$ cat config.mk
export PLATFORM = sky130hd
export DESIGN_NAME = ioram_arbiter
export DESIGN_NICKNAME = d
export VERILOG_FILES = /design/src/rtl/ioram_pkg.sv /design/src/rtl/rr_arbiter2.sv /design/src/rtl/ioram_arbiter.sv
export SDC_FILE = /design/constraint.sdc
export NUM_CORES = 1
export LEC_CHECK = 0
export ABC_CLOCK_PERIOD_IN_PS = 2750
export CAP_MARGIN = 20
export CORE_MARGIN = 5
export CORE_UTILIZATION = 41
export DETAILED_ROUTE_END_ITERATION = 10
export PLACE_DENSITY = 0.82
export SLEW_MARGIN = 10
export SYNTH_ARGS = -nofsm -noshare
export SYNTH_HDL_FRONTEND = slang
export SYNTH_SLANG_ARGS = --single-unit
$ cat constraint.sdc
create_clock -name clk -period 2.75 [get_ports clk]
set_clock_uncertainty 0.15 [all_clocks]
set_input_delay 0.55 -clock clk [delete_from_list [all_inputs] [get_ports clk]]
set_output_delay 0.55 -clock clk [all_outputs]
set_load 0.005 [all_outputs]
$ cat src/rtl/ioram_pkg.sv
// Shared defaults and enums for the I/O RAM arbiter: FSM states and requester ids.
package ioram_pkg;
    localparam int DEPTH_DEF  = 10240;
    localparam int ADDR_W_DEF = 14;
    localparam int DATA_W_DEF = 8;

    typedef enum logic {ST_IDLE = 1'b0, ST_CLEAR = 1'b1} state_t;
    typedef enum logic {PORT_CPU = 1'b0, PORT_VID = 1'b1} port_id_t;
endpackage

$ cat src/rtl/rr_arbiter2.sv
// Two-way round-robin arbiter: same-cycle grants, pointer remembers the last winner.
module rr_arbiter2
    import ioram_pkg::*;
(
    input  logic clk,
    input  logic rst,
    input  logic en,
    input  logic req_cpu,
    input  logic req_vid,
    output logic gnt_cpu,
    output logic gnt_vid
);
    port_id_t last;

    always_comb begin
        gnt_cpu = 1'b0;
        gnt_vid = 1'b0;
        if (en) begin
            if (req_cpu && req_vid) begin
                gnt_cpu = (last == PORT_VID);
                gnt_vid = (last == PORT_CPU);
            end else begin
                gnt_cpu = req_cpu;
                gnt_vid = req_vid;
            end
        end
    end

    // Reset to "video won last" so the CPU is favoured first.
    always_ff @(posedge clk) begin
        if (rst)          last <= PORT_VID;
        else if (gnt_cpu) last <= PORT_CPU;
        else if (gnt_vid) last <= PORT_VID;
    end
endmodule

$ cat src/rtl/ioram_arbiter.sv
// Single-port I/O RAM arbiter between CPU and video scanner, with a zero-fill sweep engine.
module ioram_arbiter
    import ioram_pkg::*;
#(
    parameter int DEPTH  = DEPTH_DEF,
    parameter int ADDR_W = ADDR_W_DEF,
    parameter int DATA_W = DATA_W_DEF
) (
    input  logic              clk,
    input  logic              rst,
    input  logic              CpuReq,
    input  logic              CpuWe,
    input  logic [ADDR_W-1:0] CpuAddr,
    input  logic [DATA_W-1:0] CpuWData,
    output logic              CpuGnt,
    output logic              CpuRdValid,
    output logic [DATA_W-1:0] CpuRData,
    input  logic              VidReq,
    input  logic [ADDR_W-1:0] VidAddr,
    output logic              VidGnt,
    output logic              VidRdValid,
    output logic [DATA_W-1:0] VidRData,
    input  logic              ClrStart,
    input  logic [ADDR_W-1:0] ClrBase,
    input  logic [ADDR_W-1:0] ClrLen,
    output logic              ClrBusy,
    output logic              ClrDone,
    output logic              AddrErr,
    output logic [ADDR_W-1:0] RamAddr,
    output logic [DATA_W-1:0] RamDataWrite,
    output logic              RamWrEnable,
    input  logic [DATA_W-1:0] RamDataRead
);
    localparam logic [ADDR_W:0] DEPTH_X = (ADDR_W+1)'(DEPTH);

    state_t            state, state_nxt;
    logic [ADDR_W-1:0] clr_addr, clr_rem;
    logic              gnt_cpu, gnt_vid;
    logic              rv_cpu, rv_vid, rv_oor, addr_err_q;

    // Outputs are forced quiet while rst is held, even before the reset edge lands.
    wire               live     = !rst;
    wire               arb_en   = live && (state == ST_IDLE);
    wire               any_gnt  = gnt_cpu || gnt_vid;
    wire [ADDR_W-1:0]  acc_addr = gnt_cpu ? CpuAddr : VidAddr;
    wire               acc_ok   = {1'b0, acc_addr} < DEPTH_X;
    wire               acc_we   = gnt_cpu && CpuWe;
    wire               clr_ok   = (clr_rem != '0) && ({1'b0, clr_addr} < DEPTH_X);

    rr_arbiter2 u_arb (
        .clk     (clk),
        .rst     (rst),
        .en      (arb_en),
        .req_cpu (CpuReq),
        .req_vid (VidReq),
        .gnt_cpu (gnt_cpu),
        .gnt_vid (gnt_vid)
    );

    always_ff @(posedge clk) begin
        if (rst) state <= ST_IDLE;
        else     state <= state_nxt;
    end

    always_comb begin
        state_nxt = state;
        case (state)
            ST_IDLE:  if (ClrStart) state_nxt = ST_CLEAR;
            ST_CLEAR: if (!clr_ok)  state_nxt = ST_IDLE;
            default:  state_nxt = ST_IDLE;
        endcase
    end

    always_ff @(posedge clk) begin
        if (rst) begin
            clr_addr <= '0;
            clr_rem  <= '0;
        end else if (state == ST_IDLE && ClrStart) begin
            clr_addr <= ClrBase;
            clr_rem  <= ClrLen;
        end else if (state == ST_CLEAR && clr_ok) begin
            clr_addr <= clr_addr + 1'b1;
            clr_rem  <= clr_rem - 1'b1;
        end
    end

    // Return tag: which port owns next cycle's RamDataRead, and whether it was out of range.
    always_ff @(posedge clk) begin
        if (rst) begin
            rv_cpu     <= 1'b0;
            rv_vid     <= 1'b0;
            rv_oor     <= 1'b0;
            addr_err_q <= 1'b0;
        end else begin
            rv_cpu     <= gnt_cpu && !CpuWe;
            rv_vid     <= gnt_vid;
            rv_oor     <= !acc_ok;
            addr_err_q <= any_gnt && !acc_ok;
        end
    end

    always_comb begin
        RamAddr      = '0;
        RamDataWrite = '0;
        RamWrEnable  = 1'b0;
        ClrBusy      = 1'b0;
        ClrDone      = 1'b0;
        if (live) begin
            case (state)
                ST_IDLE: if (any_gnt && acc_ok) begin
                    RamAddr      = acc_addr;
                    RamWrEnable  = acc_we;
                    RamDataWrite = acc_we ? CpuWData : '0;
                end
                ST_CLEAR: begin
                    ClrBusy = 1'b1;
                    if (clr_ok) begin
                        RamAddr     = clr_addr;
                        RamWrEnable = 1'b1;
                    end else begin
                        ClrDone = 1'b1;
                    end
                end
                default: ;
            endcase
        end
    end

    assign CpuGnt     = gnt_cpu;
    assign VidGnt     = gnt_vid;
    assign CpuRdValid = live && rv_cpu;
    assign VidRdValid = live && rv_vid;
    assign CpuRData   = (CpuRdValid && !rv_oor) ? RamDataRead : '0;
    assign VidRData   = (VidRdValid && !rv_oor) ? RamDataRead : '0;
    assign AddrErr    = live && addr_err_q;
endmodule

==> metrics.md <==
| Metric | Value |
|---|---|
| Async SR Flop Fraction | 0% |
| Post-route design area | roughly 4300 um^2 |
| Worst Hold Launch | clr_addr[8] |
| Reg2Reg Depth | 9 |
| Net count of the mapped netlist | slightly below 400 |
| Die X | between 80 and 90 um |
| Initial Utilization | approximately two fifths |
| Number of I/O port buffers | ~120 |
| Multi-input combinational cell area | about 1800 um^2 |
| Crit path arrival time | roughly 2100 ps |
| Total power per unit cell area | between 300 and 400 nW/um^2 |
| Clock slew seen by the registers of the worst setup and hold paths | 70 ps |
| Via density per instance | around 5.7 |
| Buffers from clock root to sink, at most | 2 |
| DP HPWL | around 6700 um |
| Final GP Congestion | slightly below 0.9 |
| Worst hold slack | 359 ps |
| Cell with the biggest individual delay on the critical path | dfxtp_1 |
| Failing checks | setup timing |
| EDFF count, synth | 0 |
| Endpoint required time on the critical path | 2050 ps |
| Number of non-filler instances in the completed layout | 551 |
| Synthesis-to-finish area growth | 74.0% |
| Endpoint type of the worst setup path | output pin |
| Leakage | 1.82 nW |
| Clock tree from TritonCTS | done |
| Total global routing overflow | 0 |
| Final-stage net count | roughly 560 |
| Max-cap violations | 0 |
| Share of synthesized area occupied by flip-flops and latches | between 20 and 30% |
| Count of filler cells inserted in the layout | between 400 and 500 |
| Yosys warning count | 0 |
| Average instance area after synthesis | between 7 and 8 um^2 |
| Worst skew pair latency | 280 ps |
| Cells after DPL | 528 |
| Hold-critical path endpoint | clr_addr[8] |
| Share of final-layout standard cells stronger than drive strength 1 | between 20 and 25% |
| Routed Wire Length | 9630 um |
| Maximum vdd ir drop | between 0.0002 and 0.0003 V |
| Drt drc | 0 |
| Largest fanout on the critical path | 7 |
| Count of boundary I/O pins | between 100 and 150 |
| CP Buf/Inv Count | 1 |
| Setup TNS | -32.4 ps |
| Core area | between 5000 and 6000 um^2 |
| Top delay family on crit path | simple AND/OR/NAND/NOR gates |
| Wire length per cell | 17.5 um |
| Critical path cell sequence | nor4_4 -> nand4_1 -> and3_4 -> nand2_1 -> o21ai_0 -> dlygate4sd2_1 |
| Sequential cell area in the final layout | between 600 and 700 um^2 |
| Post-synthesis cell type count | between 50 and 60 |
| Peak per-stage delay on the critical path | 380 ps |
| Die boundary height | just under 90 um |
| Main synth FF type | dfxtp_1 |
| Number of sinks handled by clock tree synthesis | 34 |
| Number of antenna violations at the first check in global routing | 0 |
| Final hold vios | 0 |
| Antenna viol nets, final | 0 |
| Cell area after technology mapping | between 2000 and 2500 um^2 |
| Startpoint of the worst-slack reg-to-reg timing path | clr_rem[0] |
| Seq cells post-synth | 34 |
| Count of mapped cells out of synthesis | about 320 |
| Status | complete, but fails checks |
| Headroom to the max-slew limit | a little over two thirds |
| Final count of negative-setup-slack endpoints | 1 |
| Count of standard-cell rows | 28 |
| Fmax | between 0.3 and 0.4 GHz |
| Reg-to-reg endpoint | clr_addr[5] |
| Vias in the first global route | between 3000 and 4000 |
| Kind of launch point of the worst setup path | flip-flop |
| Total CTS buffers | 5 |
| Critical Setup Path Class | reg2out |
| Wire length of the first global-routing pass | between 10000 and 15000 um |
| Aggregate global-route resource usage | 23.5% |
| Diodes inserted | 0 |
| Register-to-register setup slack | around 350 ps |
| Transition at the pin with the smallest max-transition slack | 455 ps |
| Number of iterations in the first detailed-routing pass | 5 |
| Final min period | ~2800 ps |
| Number of H-tree branching levels | 2 |
| Classification of the worst-slack hold path | reg2reg |
| Worst hold path depth | 1 |
| Unrepaired setup endpoints after global routing | true |
| Share of the clock period used by the worst path after layout | 101% |
| Number of hold buffers added after CTS | 0 |
| Pin count of the biggest net entering global routing | 43 |
| Vias post-DR | about 3100 |
| Clk Tree Root Cell | clkbuf_8 |
| Fin util | 72.9% |
| Number of max-slew violations in the final report | 0 |
| Placed cell area | ~3900 um^2 |
| Final worst-path setup slack | -32.4 ps |
| Total Die Area | about 7600 um^2 |
| Starting DRT DRC Count | 180 |
## area by class of cell
type                            instances  area share (%)
Clock buffer                            7            2.03
Clock inverter                          1           0.117
Inverter                                5           0.440
Multi-Input combinational cell        258            42.4
Sequential cell                        34            16.0
Tap cell                               75            2.20
Timing Repair Buffer                  171            36.8
## where the power goes
part	internal, W	switching (W)	leakage (nW)
combinational	0.000323	0.000264	1.49
clock	0.000202	0.000180	0.0482
sequential	0.000542	0.0000696	0.282
total	0.00107	0.000513	1.82
## worst max-delay path by stage
stage / from / end / slack (ps) / depth (start not counted)
final: clr_rem[8] / RamAddr[11] / -30 / 6
after floorplan: clr_rem[0] / RamAddr[10] / 390 / 8
after global routing: clr_rem[8] / RamAddr[11] / -100 / 6
after CTS: rst / RamDataWrite[0] / -70 / 10
after detailed placement: rst / VidRData[1] / -540 / 7
after global placement: VidReq / RamAddr[0] / -470 / 8
## placed cells by master (no fill, tap or decap), types with 11 or more instances in the layout
cell	Yosys	routed
nor3_1	12	12
clkdlybuf4s50_1	0	79
dlygate4sd2_1	0	25
dfxtp_1	34	32
xnor2_1	12	12
a21oi_1	13	11
a211oi_1	15	15
nand2_1	28	28
nor2_1	40	39
buf_4	0	38
and2_1	17	16
and3_1	12	11
## routing by layer
layer	global-route usage [%]	vias up	part of all wire (%)
met5	0	-	0
met4	10.5	0	3.3
met3	4.07	38	8.6
met2	41.2	165	51
met1	27.7	1443	37
li1	-	1470	-
## Yosys cell counts (4+ instances only)
master / count / area share, %
nand3_1: 10 / 2.0
clkbuf_1: 13 / 2.0
nor4_2: 6 / 3.1
nand4_1: 5 / 1.3
a21o_1: 6 / 1.8
dfxtp_1: 34 / 28
nor3_1: 12 / 2.5
mux2i_1: 8 / 3.3
xnor2_1: 12 / 4.3
a21oi_1: 13 / 2.7
nor2b_1: 8 / 2.0
nor2_1: 40 / 6.1
and4_1: 4 / 1.4
a211oi_1: 15 / 4.6
o21ai_0: 12 / 2.5
nand2_1: 28 / 4.3
inv_1: 4 / 0.61
and3_1: 12 / 3.1
and2_1: 17 / 4.3
## through the flow
stage | worst slack (ps) | total power (W)
2_1_floorplan | 387 | 0.000862
3_3_place_gp | -469 | 0.00113
3_5_place_dp | -538 | 0.00114
4_1_cts | -71.9 | 0.00154
5_1_grt | -95.2 | 0.00167
6_report | -32.4 | 0.00158
## registers in the layout, summed over array words and instances (netlist names)
register	count
addr_err_q	1
rv_vid	1
u_arb.last	1
clr_rem	14
clr_addr	14
state	1
rv_cpu	1
rv_oor	1
## repair_timing
item,4_1_cts,5_1_grt
gates resized for setup,110,25
setup buffers,12,2
cloned,1,1
setup endpoints to repair,43,28
pin swaps,8,8
## logic make-up after synthesis
logic type	Yosys count	synth area share [%]
muxes	8	3.27
buffers and inverters	24	4.60
and+or+nand+nor	163	37.0
adders and majority gates	3	1.53
DFF	34	27.8
AOI/OAI and AO/OA	70	21.1
xor gates and xnor gates	13	4.65
Power figures use the tool's default switching activity.
